File: config.mk
export PLATFORM = sky130hd
export DESIGN_NAME = vga_sync_gen_flat
export DESIGN_NICKNAME = d
export VERILOG_FILES = /design/src/rtl/vga_sync_gen_if.sv /design/src/rtl/vga_sync_gen.sv /design/src/flat_wrapper.sv
export SDC_FILE = /design/constraint.sdc
export NUM_CORES = 1
export LEC_CHECK = 0
export BUFFER_PORTS_ARGS = -buffer_cell sky130_fd_sc_hd__buf_2
export CAP_MARGIN = 25
export CORE_MARGIN = 3
export CORE_UTILIZATION = 30
export CTS_CLUSTER_SIZE = 40
export DETAILED_ROUTE_END_ITERATION = 12
export PLACE_DENSITY_LB_ADDON = 0.12
export REMOVE_ABC_BUFFERS = 1
export SETUP_SLACK_MARGIN = 0.05
export SLEW_MARGIN = 30
export SYNTH_ARGS = -nofsm -noshare
export SYNTH_HDL_FRONTEND = slang
export SYNTH_SLANG_ARGS = --single-unit
File: constraint.sdc
create_clock -name clk_25M -period 2.5 [get_ports clk_25M]
set_input_delay 0.5 -clock clk_25M [delete_from_list [all_inputs] [get_ports clk_25M]]
set_output_delay 0.5 -clock clk_25M [all_outputs]
set_load 0.03 [all_outputs]
File: src/rtl/vga_sync_gen_if.sv
// Raster timing bundle from vga_sync_gen: pixel counters plus delayed sync/video markers.
interface vga_sync_gen_if;
  logic [9:0] pixel_x;
  logic [9:0] pixel_y;
  logic       hsync;
  logic       vsync;
  logic       video_on;
  logic       line_start;
  logic       frame_start;

  modport master (
    output pixel_x, pixel_y, hsync, vsync, video_on, line_start, frame_start
  );

  modport slave (
    input  pixel_x, pixel_y, hsync, vsync, video_on, line_start, frame_start
  );
endinterface

File: src/rtl/vga_sync_gen.sv
// VGA raster timing generator: free-running pixel/line counters and a
// PIPE_DELAY-deep chain aligning sync/video markers with registered ROM data.
module vga_sync_gen #(
  parameter int unsigned H_ACTIVE   = 640,
  parameter int unsigned H_FP       = 16,
  parameter int unsigned H_SYNC     = 96,
  parameter int unsigned H_BP       = 48,
  parameter int unsigned V_ACTIVE   = 480,
  parameter int unsigned V_FP       = 10,
  parameter int unsigned V_SYNC     = 2,
  parameter int unsigned V_BP       = 33,
  parameter logic        SYNC_POL   = 1'b0,
  parameter int unsigned PIPE_DELAY = 2
) (
  input  logic           clk_25M,
  input  logic           reset,
  vga_sync_gen_if.master vga
);

  localparam int unsigned CNT_W      = 10;
  localparam int unsigned SB_W       = 5;
  localparam int unsigned H_TOTAL    = H_ACTIVE + H_FP + H_SYNC + H_BP;
  localparam int unsigned V_TOTAL    = V_ACTIVE + V_FP + V_SYNC + V_BP;
  localparam int unsigned H_SYNC_BEG = H_ACTIVE + H_FP;
  localparam int unsigned H_SYNC_END = H_SYNC_BEG + H_SYNC - 1;
  localparam int unsigned V_SYNC_BEG = V_ACTIVE + V_FP;
  localparam int unsigned V_SYNC_END = V_SYNC_BEG + V_SYNC - 1;
  localparam int unsigned LAST       = PIPE_DELAY - 1;

  // Chain stage layout {fs, ls, vis, vsync, hsync}; syncs stored at pin polarity.
  localparam logic [SB_W-1:0] INACT = {3'b000, ~SYNC_POL, ~SYNC_POL};

  logic [CNT_W-1:0] px_q, px_d;
  logic [CNT_W-1:0] py_q, py_d;
  logic [SB_W-1:0]  decode_c;
  logic [SB_W-1:0]  pipe_q [PIPE_DELAY];
  logic [SB_W-1:0]  pipe_d [PIPE_DELAY];
  logic             h_sync_c, v_sync_c, vis_c, ls_c, fs_c;

  // Horizontal counter wraps every line; vertical advances only on that wrap.
  always_comb begin
    px_d = px_q + CNT_W'(1);
    py_d = py_q;
    if (px_q == CNT_W'(H_TOTAL - 1)) begin
      px_d = '0;
      if (py_q == CNT_W'(V_TOTAL - 1)) begin
        py_d = '0;
      end else begin
        py_d = py_q + CNT_W'(1);
      end
    end
  end

  always_comb begin
    h_sync_c = (px_q >= CNT_W'(H_SYNC_BEG)) && (px_q <= CNT_W'(H_SYNC_END));
    v_sync_c = (py_q >= CNT_W'(V_SYNC_BEG)) && (py_q <= CNT_W'(V_SYNC_END));
    vis_c    = (px_q < CNT_W'(H_ACTIVE)) && (py_q < CNT_W'(V_ACTIVE));
    ls_c     = (px_q == '0);
    fs_c     = (px_q == '0) && (py_q == '0);
    decode_c = {fs_c, ls_c, vis_c,
                v_sync_c ? SYNC_POL : ~SYNC_POL,
                h_sync_c ? SYNC_POL : ~SYNC_POL};
  end

  always_comb begin
    pipe_d[0] = decode_c;
    for (int i = 1; i < int'(PIPE_DELAY); i++) begin
      pipe_d[i] = pipe_q[i-1];
    end
  end

  always_ff @(posedge clk_25M or posedge reset) begin
    if (reset) begin
      px_q <= '0;
      py_q <= '0;
      for (int i = 0; i < int'(PIPE_DELAY); i++) begin
        pipe_q[i] <= INACT;
      end
    end else begin
      px_q <= px_d;
      py_q <= py_d;
      for (int i = 0; i < int'(PIPE_DELAY); i++) begin
        pipe_q[i] <= pipe_d[i];
      end
    end
  end

  assign vga.pixel_x     = px_q;
  assign vga.pixel_y     = py_q;
  assign vga.hsync       = pipe_q[LAST][0];
  assign vga.vsync       = pipe_q[LAST][1];
  assign vga.video_on    = pipe_q[LAST][2];
  assign vga.line_start  = pipe_q[LAST][3];
  assign vga.frame_start = pipe_q[LAST][4];

endmodule

File: src/flat_wrapper.sv
// flat-port wrapper written by rule: the top's interface ports become plain ports
module vga_sync_gen_flat 
#(
  parameter int unsigned H_ACTIVE   = 640,
  parameter int unsigned H_FP       = 16,
  parameter int unsigned H_SYNC     = 96,
  parameter int unsigned H_BP       = 48,
  parameter int unsigned V_ACTIVE   = 480,
  parameter int unsigned V_FP       = 10,
  parameter int unsigned V_SYNC     = 2,
  parameter int unsigned V_BP       = 33,
  parameter logic        SYNC_POL   = 1'b0,
  parameter int unsigned PIPE_DELAY = 2
)
  (clk_25M, reset, vga_pixel_x, vga_pixel_y, vga_hsync, vga_vsync, vga_video_on, vga_line_start, vga_frame_start);
  vga_sync_gen_if vga_i ();
  input  logic clk_25M;
  input  logic reset;
  output wire logic [$bits(vga_i.pixel_x)-1:0] vga_pixel_x;
  output wire logic [$bits(vga_i.pixel_y)-1:0] vga_pixel_y;
  output wire logic [$bits(vga_i.hsync)-1:0] vga_hsync;
  output wire logic [$bits(vga_i.vsync)-1:0] vga_vsync;
  output wire logic [$bits(vga_i.video_on)-1:0] vga_video_on;
  output wire logic [$bits(vga_i.line_start)-1:0] vga_line_start;
  output wire logic [$bits(vga_i.frame_start)-1:0] vga_frame_start;
  assign vga_pixel_x = vga_i.pixel_x;
  assign vga_pixel_y = vga_i.pixel_y;
  assign vga_hsync = vga_i.hsync;
  assign vga_vsync = vga_i.vsync;
  assign vga_video_on = vga_i.video_on;
  assign vga_line_start = vga_i.line_start;
  assign vga_frame_start = vga_i.frame_start;
  vga_sync_gen #(.H_ACTIVE(H_ACTIVE), .H_FP(H_FP), .H_SYNC(H_SYNC), .H_BP(H_BP), .V_ACTIVE(V_ACTIVE), .V_FP(V_FP), .V_SYNC(V_SYNC), .V_BP(V_BP), .SYNC_POL(SYNC_POL), .PIPE_DELAY(PIPE_DELAY)) u_core (.clk_25M(clk_25M), .reset(reset), .vga(vga_i));
endmodule
Yosys cells after proc, flatten, opt, wreduce, memory -nomap -nowiden --
Cells that the tools add are included.
Storage, ports and cells: word-level logic and storage cells 24, output and inout bits 25, register bits 30
Cells by class: mux-type cells 4, add/subtract/negate cells 2, $lt $le $gt $ge 6, reduce and logical (&&, ||, !) cells 6, equal/unequal tests 2
Operator list (count):
- $add A10 B1 Y10 const B | 2
- $eq A10 B10 Y1 const B | 2
- $logic_not A10 Y1 | 2
- $mux W10 | 2
- $ge A10 B10 Y1 const B | 1
- $ge A10 B9 Y1 const B | 1
- $le A10 B10 Y1 const B | 1
- $le A10 B9 Y1 const B | 1
- $lt A10 B10 Y1 const B | 1
- $lt A10 B9 Y1 const B | 1
- $logic_and A1 B1 Y1 | 4
- $mux W1 | 2

Depth between registers and ports, before layout --
Gate-level depths: netlist of run 1.
word-level depth 3, mapped depth 6

Worst setup path after synthesis of run 1 --
Ideal clock, no wire load.
path type reg-to-reg, start point register u_core.px_q[5], in the netlist u_core.vga.pixel_x[5], end point register u_core.py_q[3], in the netlist u_core.vga.pixel_y[3], clock period less this slack 2.105 ns, setup slack 0.395 ns, cell stages (with the launch flop) 7, setup time 0.140 ns, arrival time 1.965 ns, buffers on the path 2, cell sequence dfrtp_1 -> buf_6 -> or4b_4 -> or3_1 -> buf_6 -> o31ai_4 -> o41ai_2
On the way: word-level cells in the longest chain between the ends 1
RTL lines:
- start, declared | RTL line vga_sync_gen.sv:33 | logic [CNT_W-1:0] px_q, px_d;
- start signal, assigned | RTL line vga_sync_gen.sv:80 | px_q <= px_d;
- $eq A10 B10 Y1 | RTL line vga_sync_gen.sv:44 | if (px_q == CNT_W'(H_TOTAL - 1)) begin
- end signal, assigned | RTL line vga_sync_gen.sv:81 | py_q <= py_d;
- end, declared | RTL line vga_sync_gen.sv:34 | logic [CNT_W-1:0] py_q, py_d;
Every way passes these cells. A chain may end at the register's enable or synchronous reset.

Final worst setup path of run 1 --
Same ends and word-level chain as after synthesis.

==> flow_summary.ini, run 1 <==
[worst_hold_path]
hp-class = in2async

[setup_path]
critPathBufInv = 0
worstSetupPathType = reg2reg
end_kind = register
critPathMaxFanout = 10
critical_path_arrival_ns = 2.17
path_delay_family = simple AND/OR/NAND/NOR gates
worstSetupStartpointType = register
required_ns = 2.66
slowest_delay_ns = 0.60
crit_slowest_cell = or4b_4
crit_chain = or4b_4 -> or3_1 -> o31ai_4 -> o41ai_2

[timing]
slew_viol_final = 0
hold_viol_final = 0
timing.fmax_ghz = 0.497
tightest_slew_ns = 0.652
fin_skew_ns = 0.00536
rsz0062_at_grt = false
finalSetupViolCount = 0
setup_ws_ns = 0.490
min_period_over_period_pct = 80.4
slew_headroom_pct = 56.5
period_needed_ns = 2.01
fin_tns_setup_ns = 0

[power]
seqPwrFrac_pct = 54.0
power_switching_w = 0.000189
p_int_w = 0.000710
power_density_nw_per_um2 = 529
total_power_w = 0.000899
vdd_drop_max_mv = 0.175
p_sw_share_pct = 21.0
pwr-share-comb_pct = 1.4
pwr-share-clk_pct = 44.5
power.leakage_nw = 0.805

[clocking]
clock_latency_ns = 0.28
cts_resized = 0
cts_buffers = 5
cts_setup_buffers = 0
htree_levels = 2
clockBufferDepth = 2
cts.sink_count = 30
holdBufCountCts = 0
cts_root_buf = clkbuf_8
cts_tree = done
clkSlewWorstSetupHoldPaths_ns = 0.07

[route]
drtIter0Drc = 42
ant_nets = 0
post_drt_wl_per_cell_microns = 14.5
vias = 1034
drt_first_pass_iters = 4
routed_wl_mm = 3.09
drc_errors = 0
viasPerCell = 4.85

[logic_synthesis]
yosys_warnings = 0
syn_area_per_cell_sq_um = 11.1
synth_cell_type_count = 34
ys_seq_elements = 30
synthCells = 127
ys_seq_area_share_pct = 53.5
netlist_area_sq_um = 1410

[layout]
nNetsFinal = 166
final_cell_mix = 26 x buf_2, 26 x dfrtp_1, 11 x nand2_1
syn2layout_area_growth_pct = 20.4
fin_cells = 213
n_antenna_cell = 0
drive_gt1_share_pct = 29.8

[global_route]
antenna_found_initial = 0
grt_pass1_vias = 960
grt_overflow_total = 0
grt_pass1_wl_mm = 5.02
groute.usage.overall_pct = 12.5
grt_max_degree = 18

[run]
maxCapViolCount = 0

[floorplan]
ios = 27
rows = 24
initial_core_util_pct = 31.8
core-area_sq_um = 4440
fp.dieH_microns = 74.7
die_w_microns = 74.7
dieArea_sq_um = 5570

[placement]
place_inst = 205
pre_cts_slack_ns = 0.503
gp_congestion = 0.739
portBuffers = 26
hpwlAfterDp_mm = 2.19

[status]
outcome = finished, final reports clean
[path summary, 6_finish.rpt]
kind                                                 start                                 to  slack, ns  cells past startpoint
hold reg to reg                 u_core.pipe_d[3]$_DFF_PP0_    u_core.vga.line_start$_DFF_PP0_       0.35                      0
max in group asynchronous                            reset    u_core.vga.pixel_x[2]$_DFF_PP0_       1.61                      3
setup / recovery           u_core.vga.pixel_x[5]$_DFF_PP0_  u_core.vga.pixel_y[3]$_DFFE_PP0N_       0.49                      4
setup reg to reg           u_core.vga.pixel_x[5]$_DFF_PP0_  u_core.vga.pixel_y[3]$_DFFE_PP0N_       0.49                      4
hold / removal                                       reset  u_core.vga.pixel_y[2]$_DFFE_PP0N_       0.30                      2
min in group clk_25M            u_core.pipe_d[3]$_DFF_PP0_    u_core.vga.line_start$_DFF_PP0_       0.35                      0
[layer usage]
layer	GRT usage, %	vias to the layer above	share of wire [%]	wire length (microns)
li1	-	516	-	-
met1	18.3	490	52	1600
met2	16.3	20	42	1310
met3	3.20	8	3.3	103
met4	7.31	0	2.4	75
met5	0	-	0	0
[cells by family (layout without fill, tap and decap cells)]
group                    Yosys count  count (layout)  synth area share (%)
buffers and inverters             11              45                  4.16
multiplexers                       3               3                  2.30
AND/OR/NAND/NOR                   53              53                  21.2
flip-flops                        30              30                  53.5
adder cells (fa/ha/maj)            4               4                  3.54
XOR/XNOR                          11              11                  6.81
AO/OA/AOI/OAI                     15              15                  8.50
[cells in the mapped netlist]
| master | number | share of area [%] |
|---|---|---|
| a31oi_1 | 1 | 0.44 |
| a32oi_1 | 1 | 0.62 |
| a41oi_1 | 1 | 0.62 |
| and2_1 | 2 | 0.88 |
| and3_1 | 3 | 1.3 |
| and4_1 | 4 | 2.5 |
| buf_2 | 2 | 0.71 |
| buf_6 | 2 | 1.6 |
| clkbuf_1 | 1 | 0.27 |
| dfrtp_1 | 26 | 46 |
| dfstp_2 | 4 | 7.4 |
| ha_1 | 4 | 3.5 |
| inv_1 | 6 | 1.6 |
| mux2_2 | 2 | 1.6 |
| mux2i_1 | 1 | 0.71 |
| nand2_1 | 11 | 2.9 |
| nand3_1 | 8 | 2.8 |
| nand4_1 | 4 | 1.8 |
| nand4b_1 | 1 | 0.62 |
| nor2_1 | 9 | 2.4 |
| nor3_1 | 4 | 1.4 |
| nor4_1 | 1 | 0.44 |
| nor4_2 | 1 | 0.88 |
| nor4b_1 | 3 | 1.9 |
| o21a_1 | 2 | 1.1 |
| o21ai_0 | 6 | 2.1 |
| o22ai_1 | 1 | 0.44 |
| o31ai_1 | 1 | 0.53 |
| o31ai_4 | 1 | 1.5 |
| o41ai_2 | 1 | 1.2 |
| or3_1 | 1 | 0.44 |
| or4b_4 | 1 | 0.97 |
| xnor2_1 | 6 | 3.7 |
| xor2_1 | 5 | 3.1 |
[flip-flops by register name, summed over array words and instances (netlist names)]
signal	count
u_core.pipe_d	5
u_core.vga.frame_start	1
u_core.vga.hsync	1
u_core.vga.line_start	1
u_core.vga.pixel_x	10
u_core.vga.pixel_y	10
u_core.vga.video_on	1
u_core.vga.vsync	1
[area by class of cell]
type                            instances  area [sq um]
Multi-Input combinational cell         86           599
Fill cell                             459          2740
Timing Repair Buffer                   31           168
Clock buffer                            7          86.3
Inverter                                6          22.5
Tap cell                               52          65.1
Clock inverter                          1          5.00
Sequential cell                        30           756
[power groups by stage]
stage	Sequential (W)	Clock, W	Combinational, W
6_report	0.000486	0.000401	0.0000129
3_5_place_dp	0.000495	0	0.0000138
4_1_cts	0.000486	0.000417	0.0000138
5_1_grt	0.000485	0.000434	0.0000155
2_1_floorplan	0.000495	0	0.00000712
3_3_place_gp	0.000495	0	0.0000130
[through the flow]
step | hold WS (ns) | utilization, % | instance area, sq um
6_report | 0.299 | 38.3 | 1700
5_1_grt | 0.355 | 38.3 | 1700
3_3_place_gp | 0.331 | 36.2 | 1610
3_5_place_dp | 0.340 | 36.2 | 1610
2_1_floorplan | 0.331 | - | 1380
4_1_cts | 0.311 | 38.3 | 1700
Note: power is estimated with default switching activity, not from simulation.
==> inputs of run 2 (changes only) <==
==> constraint.sdc (replaced) <==
create_clock -name clk_25M -period 2.1 [get_ports clk_25M]
set_input_delay 0.42 -clock clk_25M [delete_from_list [all_inputs] [get_ports clk_25M]]
set_output_delay 0.42 -clock clk_25M [all_outputs]
set_load 0.03 [all_outputs]
==> flow_summary.ini, run 2 (synthesis gave the netlist of run 1 again) <==
[setup_path]
worstSetupStartpointType = register
r2r_cells = 5
crit_slowest_cell = or3_1
critPathBufInv = 0
critPathMaxFanout = 6
path_delay_family = simple AND/OR/NAND/NOR gates
critical_path_arrival_ns = 2.05
worstSetupPathType = reg2reg
r2r_setup_slack_ns = 0.20
slowest_delay_ns = 0.56
reg2reg_to = u_core.vga.pixel_y[3]$_DFFE_PP0N_
required_ns = 2.26
crit_chain = ha_1 -> nand3_1 -> or3_1 -> o31ai_4 -> o41ai_2
end_kind = register
rr_startpoint = u_core.vga.pixel_x[0]$_DFF_PP0_

[timing]
fin_skew_ns = 0.00430
min_period_over_period_pct = 90.2
hold_viol_final = 0
slew_viol_final = 0
slew_headroom_pct = 71.8
period_needed_ns = 1.90
setup_ws_ns = 0.205
finalSetupViolCount = 0
tightest_slew_ns = 0.419
timing.fmax_ghz = 0.528
rsz0062_at_grt = false

[power]
total_power_w = 0.00102
seqPwrFrac_pct = 56.7
pwr-share-clk_pct = 42.0
power_switching_w = 0.000212
power_density_nw_per_um2 = 592
p_int_w = 0.000808
p_sw_share_pct = 20.8
pwr-share-comb_pct = 1.3
vdd_drop_max_mv = 0.188
power.leakage_nw = 0.820

[global_route]
groute.usage.overall_pct = 13.6
grt_pass1_vias = 1095
grt_pass1_wl_mm = 5.56
antenna_found_initial = 0
grt_max_degree = 31
grt_overflow_total = 0

[clocking]
cts_tree = done
clkSlewWorstSetupHoldPaths_ns = 0.06
clock_latency_ns = 0.28
clockBufferDepth = 2
cts_resized = 0
cts.sink_count = 30
cts_root_buf = clkbuf_8
cts_buffers = 5
cts_setup_buffers = 0
htree_levels = 2
holdBufCountCts = 0

[placement]
gp_congestion = 0.805
portBuffers = 26
pre_cts_slack_ns = 0.209
hpwlAfterDp_mm = 2.31

[route]
drc_errors = 0
drt_first_pass_iters = 4
vias = 1078
routed_wl_mm = 3.31
drtIter0Drc = 51
post_drt_wl_per_cell_microns = 15.2
viasPerCell = 4.97
ant_nets = 0

[floorplan]
rows = 24
ios = 27
die_w_microns = 74.7
initial_core_util_pct = 31.8
dieArea_sq_um = 5570
core-area_sq_um = 4440
fp.dieH_microns = 74.7

[status]
outcome = finished, final reports clean

[layout]
final_cell_mix = 26 x buf_2, 26 x dfrtp_1, 11 x nand2_1
n_antenna_cell = 0
nNetsFinal = 171
num-fill-cells = 462
drive_gt1_share_pct = 30.9
syn2layout_area_growth_pct = 21.9

[worst_hold_path]
hp-class = in2async

[run]
maxCapViolCount = 0
## run 2: area by class of cell
type	instances	area, sq um	share of cell area [%]
Tap cell	52	65.1	3.77
Sequential cell	30	756	43.8
Inverter	6	22.5	1.31
Timing Repair Buffer	36	205	11.9
Multi-Input combinational cell	86	599	34.8
Clock buffer	7	76.3	4.43
## run 2: power by group through the flow
stage                     Sequential, W  Clock (W)  Combinational, W
after CTS                      0.000578   0.000444         0.0000146
final                          0.000579   0.000428         0.0000135
after global routing           0.000578   0.000469         0.0000162
after floorplan                0.000589          0        0.00000848
after detailed placement       0.000589          0         0.0000146
after global placement         0.000589          0         0.0000143
## run 2: tightest hold or removal path: cells and delay by family
family   cells  cell delay, ns
buf+inv      3            0.48
## run 2: through the flow
step           TNS, ns  hold WS [ns]  area (sq um)  util [%]  cells
2_1_floorplan   -0.479         0.331          1380         -    122
3_3_place_gp         0         0.332          1650      37.1    210
5_1_grt              0         0.232          1720      38.8    217
3_5_place_dp         0         0.338          1650      37.1    210
4_1_cts              0         0.218          1720      38.8    217
6_report             0         0.209          1720      38.8    217
## run 2: worst max-delay path by stage
stage                                    startpoint                                 to  slack [ns]  depth (start not counted)
global route        u_core.vga.pixel_x[0]$_DFF_PP0_  u_core.vga.pixel_y[3]$_DFFE_PP0N_        0.05                          5
floorplan           u_core.vga.pixel_x[5]$_DFF_PP0_  u_core.vga.pixel_y[4]$_DFFE_PP0N_       -0.23                          4
CTS                 u_core.vga.pixel_x[0]$_DFF_PP0_  u_core.vga.pixel_y[3]$_DFFE_PP0N_        0.19                          5
finish              u_core.vga.pixel_x[0]$_DFF_PP0_  u_core.vga.pixel_y[3]$_DFFE_PP0N_        0.20                          5
detailed placement  u_core.vga.pixel_x[0]$_DFF_PP0_  u_core.vga.pixel_y[3]$_DFFE_PP0N_        0.21                          5
global placement    u_core.vga.pixel_x[5]$_DFF_PP0_  u_core.vga.pixel_y[3]$_DFFE_PP0N_        0.25                          4
## run 2: per-layer routing
layer,vias up,global-route usage (%),share of wire (%)
met4,0,7.31,2.0
met1,525,17.5,46
met5,-,0,0
met2,19,21.0,48
li1,525,-,-
met3,9,3.74,3.6
==> inputs of run 3 (changes only) <==
--- a/config.mk
+++ b/config.mk
@@ -9,6 +9,7 @@
 export CAP_MARGIN = 25
 export CORE_MARGIN = 3
 export CORE_UTILIZATION = 30
+export CTS_BUF_LIST = sky130_fd_sc_hd__clkbuf_8
 export CTS_CLUSTER_SIZE = 40
 export DETAILED_ROUTE_END_ITERATION = 12
 export PLACE_DENSITY_LB_ADDON = 0.12
==> flow_summary.ini, run 3 (synthesis gave the netlist of run 1 again) <==
[status]
outcome = finished, final reports clean

[timing]
slew_headroom_pct = 70.3
tightest_slew_ns = 0.442
min_period_over_period_pct = 90.3
fin_hold_ws_ns = 0.207
period_needed_ns = 1.90
fin_skew_ns = 0.00585
setup_ws_ns = 0.203
slew_viol_final = 0
hold_viol_final = 0
timing.fmax_ghz = 0.527
finalSetupViolCount = 0
rsz0062_at_grt = false

[power]
total_power_w = 0.00101
power_density_nw_per_um2 = 586
power.leakage_nw = 0.828
vdd_drop_max_mv = 0.188

[route]
drt_first_pass_iters = 4
viasPerCell = 4.97
drtIter0Drc = 52
vias = 1079
ant_nets = 0
routed_wl_mm = 3.33
post_drt_wl_per_cell_microns = 15.3
drc_errors = 0

[setup_path]
crit_chain = ha_1 -> nand3_1 -> or3_1 -> o31ai_4 -> o41ai_2
critical_path_arrival_ns = 2.06
required_ns = 2.26
r2r_cells = 5
crit_slowest_cell = or3_1
worstSetupStartpointType = register
rr_startpoint = u_core.vga.pixel_x[0]$_DFF_PP0_
critPathBufInv = 0
reg2reg_to = u_core.vga.pixel_y[3]$_DFFE_PP0N_
r2r_setup_slack_ns = 0.20
critPathLaunch = u_core.vga.pixel_x[0]$_DFF_PP0_
critPathMaxFanout = 6
slowest_delay_ns = 0.56
end_kind = register
path_delay_family = simple AND/OR/NAND/NOR gates
worstSetupPathType = reg2reg

[clocking]
holdBufCountCts = 0
cts.sink_count = 30
clock_latency_ns = 0.28
htree_levels = 2
cts_setup_buffers = 0
cts_root_buf = clkbuf_8
clockBufferDepth = 2
cts_buffers = 5
cts_tree = done
clkSlewWorstSetupHoldPaths_ns = 0.06
cts_resized = 0

[layout]
post-route-util_pct = 38.8
drive_gt1_share_pct = 30.9
num-fill-cells = 462
final_area_sq_um = 1720
final_cell_mix = 26 x buf_2, 26 x dfrtp_1, 11 x nand2_1
nNetsFinal = 171
regArea_sq_um = 756
syn2layout_area_growth_pct = 21.9
n_antenna_cell = 0
multi_input_area_sq_um = 599

[floorplan]
core-area_sq_um = 4440
initial_core_util_pct = 31.8
die_w_microns = 74.7
rows = 24
ios = 27
fp.dieH_microns = 74.7
dieArea_sq_um = 5570

[global_route]
grt_max_degree = 31
groute.usage.overall_pct = 13.6
grt_overflow_total = 0
grt_pass1_vias = 1095
grt_pass1_wl_mm = 5.56
antenna_found_initial = 0

[placement]
portBuffers = 26
placed_area_sq_um = 1650
pre_cts_slack_ns = 0.209
gp_congestion = 0.805
hpwlAfterDp_mm = 2.31

[worst_hold_path]
hp-class = in2async

[run]
maxCapViolCount = 0
[run 3: cell count changes in the layout (fill, tap and decap cells not counted)]
cell      delta
clkbuf_1     -2
inv_1        +2
[run 3: how the worst max path moves through the flow]
| stage | endpoint | slack [ns] | depth (start not counted) |
|---|---|---|---|
| finish | u_core.vga.pixel_y[3]$_DFFE_PP0N_ | 0.20 | 5 |
| global route | u_core.vga.pixel_y[3]$_DFFE_PP0N_ | 0.05 | 5 |
| CTS | u_core.vga.pixel_y[3]$_DFFE_PP0N_ | 0.19 | 5 |
| detailed placement | u_core.vga.pixel_y[3]$_DFFE_PP0N_ | 0.21 | 5 |
| global placement | u_core.vga.pixel_y[3]$_DFFE_PP0N_ | 0.25 | 4 |
| floorplan | u_core.vga.pixel_y[4]$_DFFE_PP0N_ | -0.23 | 4 |
[run 3: layout make-up]
cell class / instances / area share (%)
clock buffer: 5 / 3.99
clock inverter: 2 / 0.435
inverter: 6 / 1.31
multi-input combinational: 86 / 34.8
sequential: 30 / 43.8
tap: 52 / 3.77
timing repair buffer: 36 / 11.9
[run 3: per-stage QoR]
step,instances,setup TNS (ns)
after floorplan,122,-0.479
after global placement,210,0
after detailed placement,210,0
after CTS,217,0
after global routing,217,0
final,217,0
[run 3: worst register-to-register path, stage by stage (launching register included)]
cell and delay [ns]:
dfrtp_1 0.41, ha_1 0.24, nand3_1 0.22, or3_1 0.56
o31ai_4 0.26, o41ai_2 0.10
[run 3: power by group]
group          switching [W]  total (W)  internal [W]
clock network       0.000201   0.000419      0.000218
logic              0.0000113  0.0000134    0.00000203
registers                  0   0.000579      0.000579
[run 3: layer usage]
metal	global-route usage [%]	part of all wire, %	vias up
li1	-	-	529
met1	17.5	46	526
met2	21.0	49	19
met3	3.74	3.4	5
met4	7.31	1.4	0
met5	0	0	-
